### src/rtl/enemy_missile_ctl.sv
// Enemy missile controller: five missile slots launched on a fire timer and
// advanced downward on a move timer; IDLE slots park at (0,0).
module enemy_missile_ctl #(
  parameter int unsigned MOVE_PERIOD = 100000,
  parameter int unsigned FIRE_PERIOD = 3000000,
  parameter int unsigned STEP        = 4,
  parameter int unsigned Y_START     = 100,
  parameter int unsigned Y_LIMIT     = 768
) (
  input  logic        pclk,
  input  logic        rst,
  input  logic        enable,
  input  logic [10:0] shooter_x,
  input  logic        ship_down,
  output logic [10:0] en_x_missile1,
  output logic [10:0] en_x_missile2,
  output logic [10:0] en_x_missile3,
  output logic [10:0] en_x_missile4,
  output logic [10:0] en_x_missile5,
  output logic [10:0] en_y_missile1,
  output logic [10:0] en_y_missile2,
  output logic [10:0] en_y_missile3,
  output logic [10:0] en_y_missile4,
  output logic [10:0] en_y_missile5,
  output logic [4:0]  active,
  output logic        launch
);

  localparam int unsigned N_SLOTS = 5;
  localparam int unsigned XW      = 11;
  localparam int unsigned YW      = 11;
  localparam int unsigned SW      = 12;
  localparam int unsigned IDX_W   = 3;
  localparam int unsigned MOVE_W  = 20;
  localparam int unsigned FIRE_W  = 24;

  typedef enum logic {S_IDLE, S_FLY} slot_state_t;

  slot_state_t       r_state [N_SLOTS];
  logic [XW-1:0]     r_x     [N_SLOTS];
  logic [YW-1:0]     r_y     [N_SLOTS];
  logic [MOVE_W-1:0] r_move_cnt;
  logic [FIRE_W-1:0] r_fire_cnt;
  logic              r_launch;

  logic              w_move_tc;
  logic              w_fire_tc;
  logic              w_free_found;
  logic [IDX_W-1:0]  w_free_idx;
  logic [SW-1:0]     w_sum   [N_SLOTS];
  logic [N_SLOTS-1:0] w_retire;

  assign w_move_tc = enable && (r_move_cnt == MOVE_W'(MOVE_PERIOD - 1));
  assign w_fire_tc = enable && (r_fire_cnt == FIRE_W'(FIRE_PERIOD - 1));

  // Lowest-numbered IDLE slot, judged on the state before this cycle's retirements
  always_comb begin
    w_free_found = 1'b0;
    w_free_idx   = '0;
    for (int k = N_SLOTS - 1; k >= 0; k--) begin
      if (r_state[k] == S_IDLE) begin
        w_free_found = 1'b1;
        w_free_idx   = IDX_W'(k);
      end
    end
  end

  always_comb begin
    for (int k = 0; k < N_SLOTS; k++) begin
      w_sum[k]    = {1'b0, r_y[k]} + SW'(STEP);
      w_retire[k] = 32'(w_sum[k]) >= Y_LIMIT;
    end
  end

  always_ff @(posedge pclk or negedge rst) begin
    if (!rst) begin
      r_move_cnt <= '0;
      r_fire_cnt <= '0;
      r_launch   <= 1'b0;
      for (int k = 0; k < N_SLOTS; k++) begin
        r_state[k] <= S_IDLE;
        r_x[k]     <= '0;
        r_y[k]     <= '0;
      end
    end else if (ship_down) begin
      r_move_cnt <= '0;
      r_fire_cnt <= '0;
      r_launch   <= 1'b0;
      for (int k = 0; k < N_SLOTS; k++) begin
        r_state[k] <= S_IDLE;
        r_x[k]     <= '0;
        r_y[k]     <= '0;
      end
    end else if (!enable) begin
      r_launch <= 1'b0;
    end else begin
      r_move_cnt <= w_move_tc ? '0 : r_move_cnt + MOVE_W'(1);
      r_fire_cnt <= w_fire_tc ? '0 : r_fire_cnt + FIRE_W'(1);
      r_launch   <= w_fire_tc && w_free_found;
      for (int k = 0; k < N_SLOTS; k++) begin
        if (w_fire_tc && w_free_found && (w_free_idx == IDX_W'(k))) begin
          r_state[k] <= S_FLY;
          r_x[k]     <= shooter_x;
          r_y[k]     <= YW'(Y_START);
        end else if (w_move_tc && (r_state[k] == S_FLY)) begin
          if (w_retire[k]) begin
            r_state[k] <= S_IDLE;
            r_x[k]     <= '0;
            r_y[k]     <= '0;
          end else begin
            r_y[k] <= w_sum[k][YW-1:0];
          end
        end
      end
    end
  end

  assign en_x_missile1 = r_x[0];
  assign en_x_missile2 = r_x[1];
  assign en_x_missile3 = r_x[2];
  assign en_x_missile4 = r_x[3];
  assign en_x_missile5 = r_x[4];
  assign en_y_missile1 = r_y[0];
  assign en_y_missile2 = r_y[1];
  assign en_y_missile3 = r_y[2];
  assign en_y_missile4 = r_y[3];
  assign en_y_missile5 = r_y[4];
  assign launch        = r_launch;

  for (genvar g = 0; g < N_SLOTS; g++) begin : g_active
    assign active[g] = (r_state[g] == S_FLY);
  end

endmodule

### config.mk
export PLATFORM = sky130hd
export DESIGN_NAME = enemy_missile_ctl
export DESIGN_NICKNAME = d
export VERILOG_FILES = /design/src/rtl/enemy_missile_ctl.sv
export SDC_FILE = /design/constraint.sdc
export NUM_CORES = 1
export LEC_CHECK = 0
export CAP_MARGIN = 20
export CORE_MARGIN = 2
export CORE_UTILIZATION = 50
export CTS_BUF_LIST = sky130_fd_sc_hd__clkbuf_8
export CTS_CLUSTER_SIZE = 24
export DETAILED_ROUTE_END_ITERATION = 12
export PLACE_DENSITY = 0.79
export SLEW_MARGIN = 20
export SYNTH_ARGS = -nofsm -noshare
export SYNTH_HDL_FRONTEND = slang
export SYNTH_SLANG_ARGS = --single-unit
### constraint.sdc
create_clock -name pclk -period 2.74 [get_ports pclk]
set_input_delay 0.548 -clock pclk [delete_from_list [all_inputs] [get_ports pclk]]
set_output_delay 0.548 -clock pclk [all_outputs]
set_load 0.02 [all_outputs]
# ---- Yosys cells after proc, flatten, opt, wreduce, memory -nomap -nowiden
# Index checks and enable logic that the tools add are counted.
dict set report totals {
  reg_bits 160
  output_inout_bits 116
  word_cells 140
}
dict set report op_classes {
  add_sub_neg 7
  n_lt_le_gt_ge 5
  n_eq_ne 6
  n_mux 69
  n_reduce_logical 35
}
# op n
set ops {}
lappend ops {{two-way mux 11 bit} 30}
lappend ops {{two-way mux 55 bit} 4}
lappend ops {{two-way mux 24 bit} 3}
lappend ops {{adder 11 x 3 -> 12 bit, second input constant} 5}
lappend ops {{>= comparator 12 x 10 -> 1 bit, second input constant} 5}
lappend ops {{two-way mux 20 bit} 3}
lappend ops {{nonzero test 3 bit} 10}
lappend ops {{adder 24 x 1 -> 24 bit, second input constant} 1}
lappend ops {{equality test 24 x 22 -> 1 bit, second input constant} 1}
lappend ops {{two-way mux 1 bit} 22}
lappend ops {{adder 20 x 1 -> 20 bit, second input constant} 1}
lappend ops {{equality test 20 x 17 -> 1 bit, second input constant} 1}
lappend ops {{two-way mux 3 bit} 5}
lappend ops {{AND reduction 3 bit} 5}
lappend ops {{logical AND 1 bit} 13}
lappend ops {{two-way mux 5 bit} 2}
lappend ops {{AND reduction 2 bit} 5}
lappend ops {{equality test 3 x 2 -> 1 bit, second input constant} 2}
lappend ops {{equality test 3 x 1 -> 1 bit, second input constant} 1}
lappend ops {{equality test 3 bit, second input constant} 1}
lappend ops {{logical NOT 3 bit} 1}
lappend ops {{nonzero test 2 bit} 1}

# ---- Longest topological paths before layout
# Gate-level depths: netlist (run 1).
dict set report depth {
  depth_word 10
  depth_mapped 9
  ltp_nobuf 7
}

# ---- Worst setup path after synthesis (run 1)
# No wires, ideal clock.
dict set report synth_path {
  kind {register -> register}
  from {register r_fire_cnt[20]}
  to {register r_y (netlist bit en_y_missile1[5])}
  setup_time_ns 0.104
  arrival_ns 2.611
  required_time_ns 2.636
  slack_ns 0.025
  path_stages_with_launch 8
  path_buffers 1
  path_cell_list {dfrtp_1 -> or4b_4 -> or4_4 -> o31a_1 -> and2_4 -> buf_6 -> or3_4 -> o311ai_1}
}
dict set report synth_between {
  elab_chain_cells 7
}
# element line
set synth_lines {}
lappend synth_lines {{start: declaration} 43} ;# logic [FIRE_W-1:0] r_fire_cnt;
lappend synth_lines {{start signal: assignment} 98} ;# r_fire_cnt <= w_fire_tc ? '0 : r_fire_cnt + FIRE_W'(1);
lappend synth_lines {{equality test 24 x 22 -> 1 bit *} 54} ;# assign w_fire_tc = enable && (r_fire_cnt == FIRE_W'(FIRE_PERIOD - 1));
lappend synth_lines {{logical AND 1 bit *} 54}
lappend synth_lines {{logical AND 1 bit * (2 in series)} 101} ;# if (w_fire_tc && w_free_found && (w_free_idx == IDX_W'(k))) begin
lappend synth_lines {{two-way mux 11 bit} 101}
lappend synth_lines {{two-way mux 55 bit} 94} ;# end else if (!enable) begin
lappend synth_lines {{two-way mux 55 bit} 85} ;# end else if (ship_down) begin
lappend synth_lines {{end signal: indexed assignment} 104} ;# r_y[k] <= YW'(Y_START);
lappend synth_lines {{end signal: indexed assignment} 111} ;# r_y[k] <= w_sum[k][YW-1:0];
lappend synth_lines {{end: declaration} 41} ;# logic [YW-1:0] r_y [N_SLOTS];
# Every way passes the cells marked *; elsewhere a longest branch is shown, timed or not. The select of a mux whose other input is x is not followed.
# A chain may end at the register's enable or synchronous reset.

# ---- Worst setup path in the final report (run 1)
dict set report layout_path {
  from {register r_fire_cnt[13]}
  to {register r_y (netlist bit en_y_missile1[5])}
}
# Same word-level chain as after synthesis.

==> results of run 1 <==
final cells by class:
type / count / area share
clock buffers: 19 / 0.0270
clock inverters: 13 / 0.0174
inverters: 14 / 0.00542
multi-input cells: 542 / 0.360
flip-flops and latches: 150 / 0.387
well taps: 184 / 0.0238
repair buffers: 184 / 0.179
path summary, 6_finish.rpt:
check / start / depth (start not counted) / end / slack [ns]
worst max-delay path: r_fire_cnt[13] / 7 / en_y_missile1[5] / 0.08
worst min-delay path: rst / 1 / en_y_missile5[8] / 0.04
worst max register to register: r_fire_cnt[13] / 7 / en_y_missile1[5] / 0.08
worst min register to register: en_x_missile5[0] / 1 / en_x_missile5[0] / 0.51
max in group asynchronous: rst / 2 / en_y_missile1[5] / 1.96
min in group pclk: en_x_missile5[0] / 1 / en_x_missile5[0] / 0.51
cells by family after synthesis:
family	Yosys count	share of synthesized area
AND/OR/NAND/NOR	307	0.218
AO/OA/AOI/OAI	167	0.167
other	1	0.000505
flip-flops	150	0.506
multiplexers	5	0.00674
XOR/XNOR	41	0.0484
buffers and inverters	53	0.0334
adder cells (fa/ha/maj)	12	0.0202
per-stage QoR:
step            util  hold slack [ns]  setup WS (ns)  TNS (ns)
3_3_place_gp   0.635            0.483        -0.0470   -0.0929
5_1_grt        0.667           0.0641       -0.00300  -0.00300
2_1_floorplan      -            0.252         0.0252         0
6_report       0.667           0.0415         0.0815         0
4_1_cts        0.664           0.0501        0.00173         0
3_5_place_dp   0.635            0.481         -0.121     -1.32
timing repair:
| action | 4_1_cts | 5_1_grt |
|---|---|---|
| setup buffers | 0 | 0 |
| setup endpoints to repair | 0 | 27 |
| resized for setup | 0 | 6 |
where the power goes:
part	switching, W	internal, W
registers	0.0000593	0.00224
clock network	0.000879	0.000960
logic	0.000233	0.000154
critical path, delay by kind of cell (launching register included):
kind                   cells  cell delay (ns)
AO/OA/AOI/OAI              3             0.72
buffers and inverters      1             0.15
flip-flops                 1             0.43
AND/OR/NAND/NOR            3             1.23
Yosys cell counts (10+ instances only):
cell	number	share of area
dfrtp_1	150	0.51
nor2_1	72	0.036
a22o_1	55	0.065
nand2_1	54	0.027
nand3_1	47	0.032
o21ai_0	29	0.020
xor2_1	28	0.033
nand4_1	26	0.022
clkbuf_1	23	0.012
and3_1	22	0.019
a21oi_1	17	0.011
inv_1	14	0.0071
or3_1	14	0.012
xnor2_1	13	0.015
ha_1	12	0.020
nor4_1	12	0.010
and2_1	10	0.0084
buf_4	10	0.010
flip-flops by register name (all words and copies together), names as in the netlist:
name           count
active             5
en_x_missile1     11
en_x_missile2     11
en_x_missile3     11
en_x_missile4     11
en_x_missile5     11
en_y_missile1      9
en_y_missile2      9
en_y_missile3      9
en_y_missile4      9
en_y_missile5      9
launch             1
r_fire_cnt        24
r_move_cnt        20
routing by layer:
metal  track usage  share of wire  vias to the layer above
li1              -              -                     3044
met4         0.107          0.027                        0
met5             0              0                        -
met1         0.358           0.43                     3394
met2         0.426           0.48                      273
met3        0.0476          0.058                       41
==> results.cfg, run 1 <==
[status]
status = finished, final reports clean

[floorplan]
start_util = 0.511
row_count = 44
ios = 131
core-area_mm2 = 0.0145
fp.dieH_um = 126
dieArea_mm2 = 0.0158
fp.dieW_um = 126

[clocking]
path_clk_slew_ns = 0.09
cts_htree_levels = 4
clk_latency_ns = 0.46
hold_buffers = 0
cts_max_path_buffers = 2
root_buffer = clkbuf_8
tritoncts = built
clock_sinks = 150
cts-buffers-inserted = 17

[synthesis]
synth_flop_cell = dfrtp_1
yosysUniqueCellTypes = 71
synth_edf_count = 0
syn_inst = 736
avgSynthCellArea_um2 = 10.1
netlist_area_mm2 = 0.00742
ys_seq_area_frac = 0.506
ys_ff_latch = 150
async_reset_ff_frac = 1.00
yosysWarnings = 0

[detailed_routing]
drt-initial-drc-count = 616
drc = 0
viasPerCell = 6.10
drtPass1Iterations = 5
wl_um = 20500
wl_per_cell_um = 18.5
drtAntennaViolNets = 0
num_vias = 6752

[placement]
gp_congestion = 0.912
hpwl_um = 14800
placed_cell_area_mm2 = 0.00923
port-buffer-count = 120
dpl.cell_count = 1074

[finish]
layout-drive-gt1-share = 0.129
fin_nets = 936
layout.cells.non_filler = 1106
layout_commonest_cell = dfrtp_1
antennaDiodeCount = 0
regArea_mm2 = 0.00375
fillers = 1149
final_cell_mix = dfrtp_1 (150), clkdlybuf4s50_1 (119), nor2_1 (72), buf_4 (60), a22o_1 (55)
multi_input_comb_area_mm2 = 0.00349
area_growth_pct = 30.5
final_area_mm2 = 0.00969

[sta]
tightestPinTransition_ns = 0.788
hold_violations = 0
fmax_mhz = 376
fin_crit_ns = 2.66
setup_viol = 0
period_share = 0.970
fin_skew_ns = 0.0142
slew_viol_final = 0
relSlewSlack = 0.474

[critical_path]
required_ns = 3.06
crit_chain = or4_4, or4_4, o31a_1, and2_4, buf_4, o21ai_0, o311ai_2
cp_max_fo = 7
startpoint_type = flip-flop
cp.arrival_ns = 2.98
crit_path_frequent_cell = or4_4
cpPeakStageDelay_ns = 0.57
end_kind = flip-flop
crit_slowest_cell = or4_4
crit_type = reg2reg

[power]
total_power_w = 0.00453
p_per_area_mw_per_mm2 = 468
max-vdd-ir-drop_mv = 0.328
power_leakage_nw = 4.28

[global_routing]
grt-ovfl-total = 0
grt_usage = 0.265
grt_pass1_vias = 6710
grt_start_max_net_pins = 73
antenna_found_initial = 0
grt_pass1_wl_um = 34000

[job]
cap_viol_max_count = 0

[hold_path]
hold_path.class = in2async
Power figures use the tool's default switching activity.
==> run 2, diff against run 1 <==
- CORE_ASPECT_RATIO: default -> 0.75
==> run 2 against run 1 <==
Die area is essentially flat. First-iteration DRC count grew 3.1%. Cell area shrank 0.30%. Non-clock buffer count shrank 11. Power grew 2.4%. Global-route usage grew 0.88 points. Worst setup slack lost 0.037 ns. Sequential share of layout area grew 0.12 points. Clock skew shrank 0.0025 ns.
==> results.cfg, run 2 (synthesis results as in run 1) <==
[status]
status = finished, final reports clean

[floorplan]
row_count = 38
start_util = 0.512
fp.dieW_um = 145
dieArea_mm2 = 0.0158
fp.dieH_um = 110
ios = 131
core-area_mm2 = 0.0145

[global_routing]
grt_pass1_vias = 6412
grt_start_max_net_pins = 68
grt_usage = 0.273
grt-ovfl-total = 0
antenna_found_initial = 0
grt_pass1_wl_um = 33500

[finish]
layout_commonest_cell = dfrtp_1
final_cell_mix = dfrtp_1 (150), clkdlybuf4s50_1 (119), nor2_1 (72), a22o_1 (55), nand2_1 (54)
antennaDiodeCount = 0
largest_reg_flops = 24
area_growth_pct = 30.1
fillers = 1122
regMostFlops = r_fire_cnt
fin_nets = 925
fin_util = 0.666
layout-drive-gt1-share = 0.120
reg.largest.list = r_fire_cnt: 24 flops, r_move_cnt: 20 flops

[sta]
fin_setup_tns_ns = 0
fin_crit_ns = 2.70
rsz0062_at_grt = no
fmax_mhz = 371
relSlewSlack = 0.427
fin_skew_ns = 0.0117
period_share = 0.984
hold_violations = 0
slew_viol_final = 0
tightestPinTransition_ns = 0.860
setup_viol = 0

[critical_path]
crit_type = reg2reg
cp.arrival_ns = 3.05
rr_worst_depth = 6
startpoint_type = flip-flop
end_kind = flip-flop
required_ns = 3.09
cp_max_fo = 3

[placement]
port-buffer-count = 120
gp_congestion = 0.899
hpwl_um = 15100

[clocking]
clock_sinks = 150
clk_latency_ns = 0.46
cts_htree_levels = 4
cts_max_path_buffers = 2
path_clk_slew_ns = 0.08
hold_buffers = 0
tritoncts = built
cts-buffers-inserted = 17
root_buffer = clkbuf_8
cts_setup_buffers = 0

[detailed_routing]
drt-initial-drc-count = 635
viasPerCell = 6.02
drtAntennaViolNets = 0
drtPass1Iterations = 5
drc = 0
wl_per_cell_um = 19.0
num_vias = 6690
wl_um = 21100

[job]
cap_viol_max_count = 0

[power]
p_per_area_mw_per_mm2 = 480
max-vdd-ir-drop_mv = 0.316
power_leakage_nw = 4.26

[hold_path]
hold_path.class = in2async
## run 2: power by group
group          switching, W  internal [W]  total [W]
Clock              0.000889       0.00105    0.00194
Sequential        0.0000569       0.00224    0.00230
Combinational      0.000243      0.000152   0.000395
Total               0.00119       0.00345    0.00464
## run 2: path summary, 6_finish.rpt
check | from | end | slack [ns]
max | r_fire_cnt[23] | en_y_missile1[6] | 0.04
min | rst | en_y_missile3[4] | 0.01
max reg2reg | r_fire_cnt[23] | en_y_missile1[6] | 0.04
max in group asynchronous | rst | r_move_cnt[13] | 1.91
min reg2reg | en_x_missile4[6] | en_x_missile4[6] | 0.51
min in group pclk | en_x_missile4[6] | en_x_missile4[6] | 0.51
## run 2: stage by stage
| step | power (W) | setup WS [ns] | std cells | hold slack [ns] | instance area (µm²) |
|---|---|---|---|---|---|
| after floorplan | 0.00252 | 0.0252 | 745 | 0.252 | 7460 |
| after global placement | 0.00272 | -0.0502 | 1079 | 0.485 | 9160 |
| after detailed placement | 0.00273 | -0.125 | 1079 | 0.483 | 9160 |
| after CTS | 0.00466 | 0.0241 | 1111 | 0.0219 | 9620 |
| after global routing | 0.00482 | 0.000497 | 1111 | 0.0446 | 9660 |
| final | 0.00464 | 0.0443 | 1111 | 0.0150 | 9660 |
## run 2: what timing repair did
action / in CTS / in global routing
endpoints found under the setup margin: 0 / 30
gates resized for setup: 0 / 8
endpoints found under the hold margin: 0 / 0
## run 2: per-layer routing
metal,up-vias,part of all wire,global-route usage
met5,-,0,0
met4,0,0.025,0.103
met3,42,0.073,0.0632
met2,314,0.46,0.401
met1,3319,0.45,0.398
li1,3015,-,-
## run 2: final cells by class
type,instances,area (µm²),share of cell area
well taps,200,250,0.0259
inverters,14,52.6,0.00544
clock buffers,19,262,0.0271
multi-input cells,542,3500,0.362
flip-flops and latches,150,3750,0.389
repair buffers,173,1650,0.171
clock inverters,13,195,0.0202
## run 2: critical path: stages, from the launching register on
cell and delay, ns:
dfrtp_1 0.41, or4b_4 0.55, or4_4 0.55, o31a_1 0.31, and2_4 0.14, or3_4 0.34
o311ai_1 0.29
==> run 3, diff against run 2 <==
- GPL_TIMING_DRIVEN: default -> 1
- SETUP_SLACK_MARGIN: default -> 0.1
==> run 3 against run 2 <==
Flip-flop and latch count did not move. Clock skew rose by 0.0094 ns. First-iteration DRC count fell by 12%. Critical path depth rose by 1. Die area did not move. Maximum frequency rose by 0.89%. Power fell by 9.0%. Largest cell class unchanged.
==> results.cfg, run 3 (synthesis results as in run 1) <==
[detailed_routing]
viasPerCell = 6.05
wl_per_cell_um = 18.9
drt-initial-drc-count = 556
num_vias = 6686
drtAntennaViolNets = 0
wl_um = 20900
drc = 0
drtPass1Iterations = 5

[clocking]
root_buffer = clkbuf_8
clock_sinks = 150
cts_htree_levels = 4
cts-buffers-inserted = 17
path_clk_slew_ns = 0.08
hold_buffers = 0
cts_max_path_buffers = 2
tritoncts = built
clk_latency_ns = 0.48

[sta]
tightestPinTransition_ns = 0.824
rsz0062_at_grt = no
relSlewSlack = 0.451
fin_skew_ns = 0.0212
period_share = 0.975
hold_violations = 0
setup_viol = 0
slew_viol_final = 0
fin_crit_ns = 2.67
fmax_mhz = 374
worst_slack_ns = 0.0682

[finish]
final_cell_mix = dfrtp_1 (150), clkdlybuf4s50_1 (119), nor2_1 (72), a22o_1 (55), nand2_1 (54)
layout_commonest_cell = dfrtp_1
largest_reg_flops = 24
fin_nets = 922
area_growth_pct = 28.3
fin_util = 0.657
layout-drive-gt1-share = 0.114
layout.cells.non_filler = 1106
reg.largest.list = r_fire_cnt: 24 flops, r_move_cnt: 20 flops
final_area_mm2 = 0.00952
regMostFlops = r_fire_cnt
antennaDiodeCount = 0

[power]
p_clk_frac = 0.363
seqPwrFrac = 0.545
max-vdd-ir-drop_mv = 0.321
intPower_w = 0.00306
power_leakage_nw = 4.18
p_per_area_mw_per_mm2 = 443
combPwrFrac = 0.092
p_sw_w = 0.00116
switching_share = 0.276

[placement]
dp_slack_ns = -0.144
dpl.cell_count = 1074
port-buffer-count = 120
gp_congestion = 0.990
hpwl_um = 15100
placed_cell_area_mm2 = 0.00914

[global_routing]
grt_pass1_vias = 6328
grt_start_max_net_pins = 63
grt-ovfl-total = 0
grt_pass1_wl_um = 32900
grt_usage = 0.270
antenna_found_initial = 0

[floorplan]
dieArea_mm2 = 0.0158
fp.dieW_um = 145
fp.dieH_um = 110
ios = 131
start_util = 0.512
row_count = 38
core-area_mm2 = 0.0145

[critical_path]
crit_family = simple AND/OR/NAND/NOR gates
cpPeakStageDelay_ns = 0.57
startpoint_type = flip-flop
end_kind = flip-flop
crit_chain = or4b_4, or4_4, o31a_1, and2_4, buf_4, o21ai_0, o311ai_2
crit_type = reg2reg
cp.arrival_ns = 2.99
cp_max_fo = 7
path_buf_inv = 1
required_ns = 3.06
crit_slowest_cell = or4b_4

[job]
cap_viol_max_count = 0

[status]
status = finished, final reports clean

[hold_path]
hold_path.class = in2async
==> run 3: cell count changes in the layout (fill, tap and decap cells not counted), moves of 2 or more <==
cell / previous run / this run
buf_4: 49 / 45
clkinv_2: 1 / 4
clkinv_4: 3 / 0
clkinvlp_4: 2 / 4
bufinv_16: 4 / 0
==> run 3: final timing paths <==
check,from,end,slack [ns],depth (start not counted)
worst max-delay path,r_fire_cnt[20],en_y_missile1[6],0.07,7
worst min-delay path,rst,r_fire_cnt[23],0.05,1
worst max register to register,r_fire_cnt[20],en_y_missile1[6],0.07,7
worst min register to register,en_x_missile5[6],en_x_missile5[6],0.51,1
max in group asynchronous,rst,en_y_missile5[5],1.96,2
min in group pclk,en_x_missile5[6],en_x_missile5[6],0.51,1
==> run 3: cell type report <==
class / instances / area [µm²]
Clock buffer: 19 / 262
Clock inverter: 11 / 76.3
Fill cell: 1104 / 4980
Inverter: 14 / 52.6
Multi-Input combinational cell: 542 / 3490
Sequential cell: 150 / 3750
Tap cell: 200 / 250
Timing Repair Buffer: 170 / 1640
==> run 3: power groups by stage <==
| stage | combinational [W] | sequential [W] | clock (W) |
|---|---|---|---|
| 2_1_floorplan | 0.000157 | 0.00237 | 0 |
| 3_3_place_gp | 0.000374 | 0.00234 | 0 |
| 3_5_place_dp | 0.000386 | 0.00234 | 0 |
| 4_1_cts | 0.000388 | 0.00230 | 0.00155 |
| 5_1_grt | 0.000426 | 0.00231 | 0.00165 |
| 6_report | 0.000387 | 0.00230 | 0.00153 |
==> run 3: timing repair <==
| action | 4_1_cts | 5_1_grt |
|---|---|---|
| buffers inserted | 1 | 1 |
| resized for setup | 1 | 5 |
| setup endpoints to repair | 4 | 21 |
==> run 3: worst reg2reg max path, stage by stage, from the launching register on <==
cell and delay [ns]:
dfrtp_1 0.39, or4b_4 0.57, or4_4 0.54, o31a_1 0.28, and2_4 0.15, buf_4 0.15, o21ai_0 0.29, o311ai_2 0.17
==> run 3: per-stage QoR <==
step	setup TNS (ns)	hold slack (ns)	power [W]
2_1_floorplan	0	0.252	0.00252
3_3_place_gp	-0.0634	0.483	0.00271
3_5_place_dp	-0.370	0.481	0.00273
4_1_cts	0	0.0514	0.00424
5_1_grt	0	0.0833	0.00438
6_report	0	0.0537	0.00422
==> run 3: metal layers <==
layer	vias to the layer above	GRT usage	routed length [µm]
li1	3023	-	-
met1	3349	0.392	9420
met2	284	0.402	9690
met3	30	0.0618	1510
met4	0	0.0895	308
met5	-	0	0
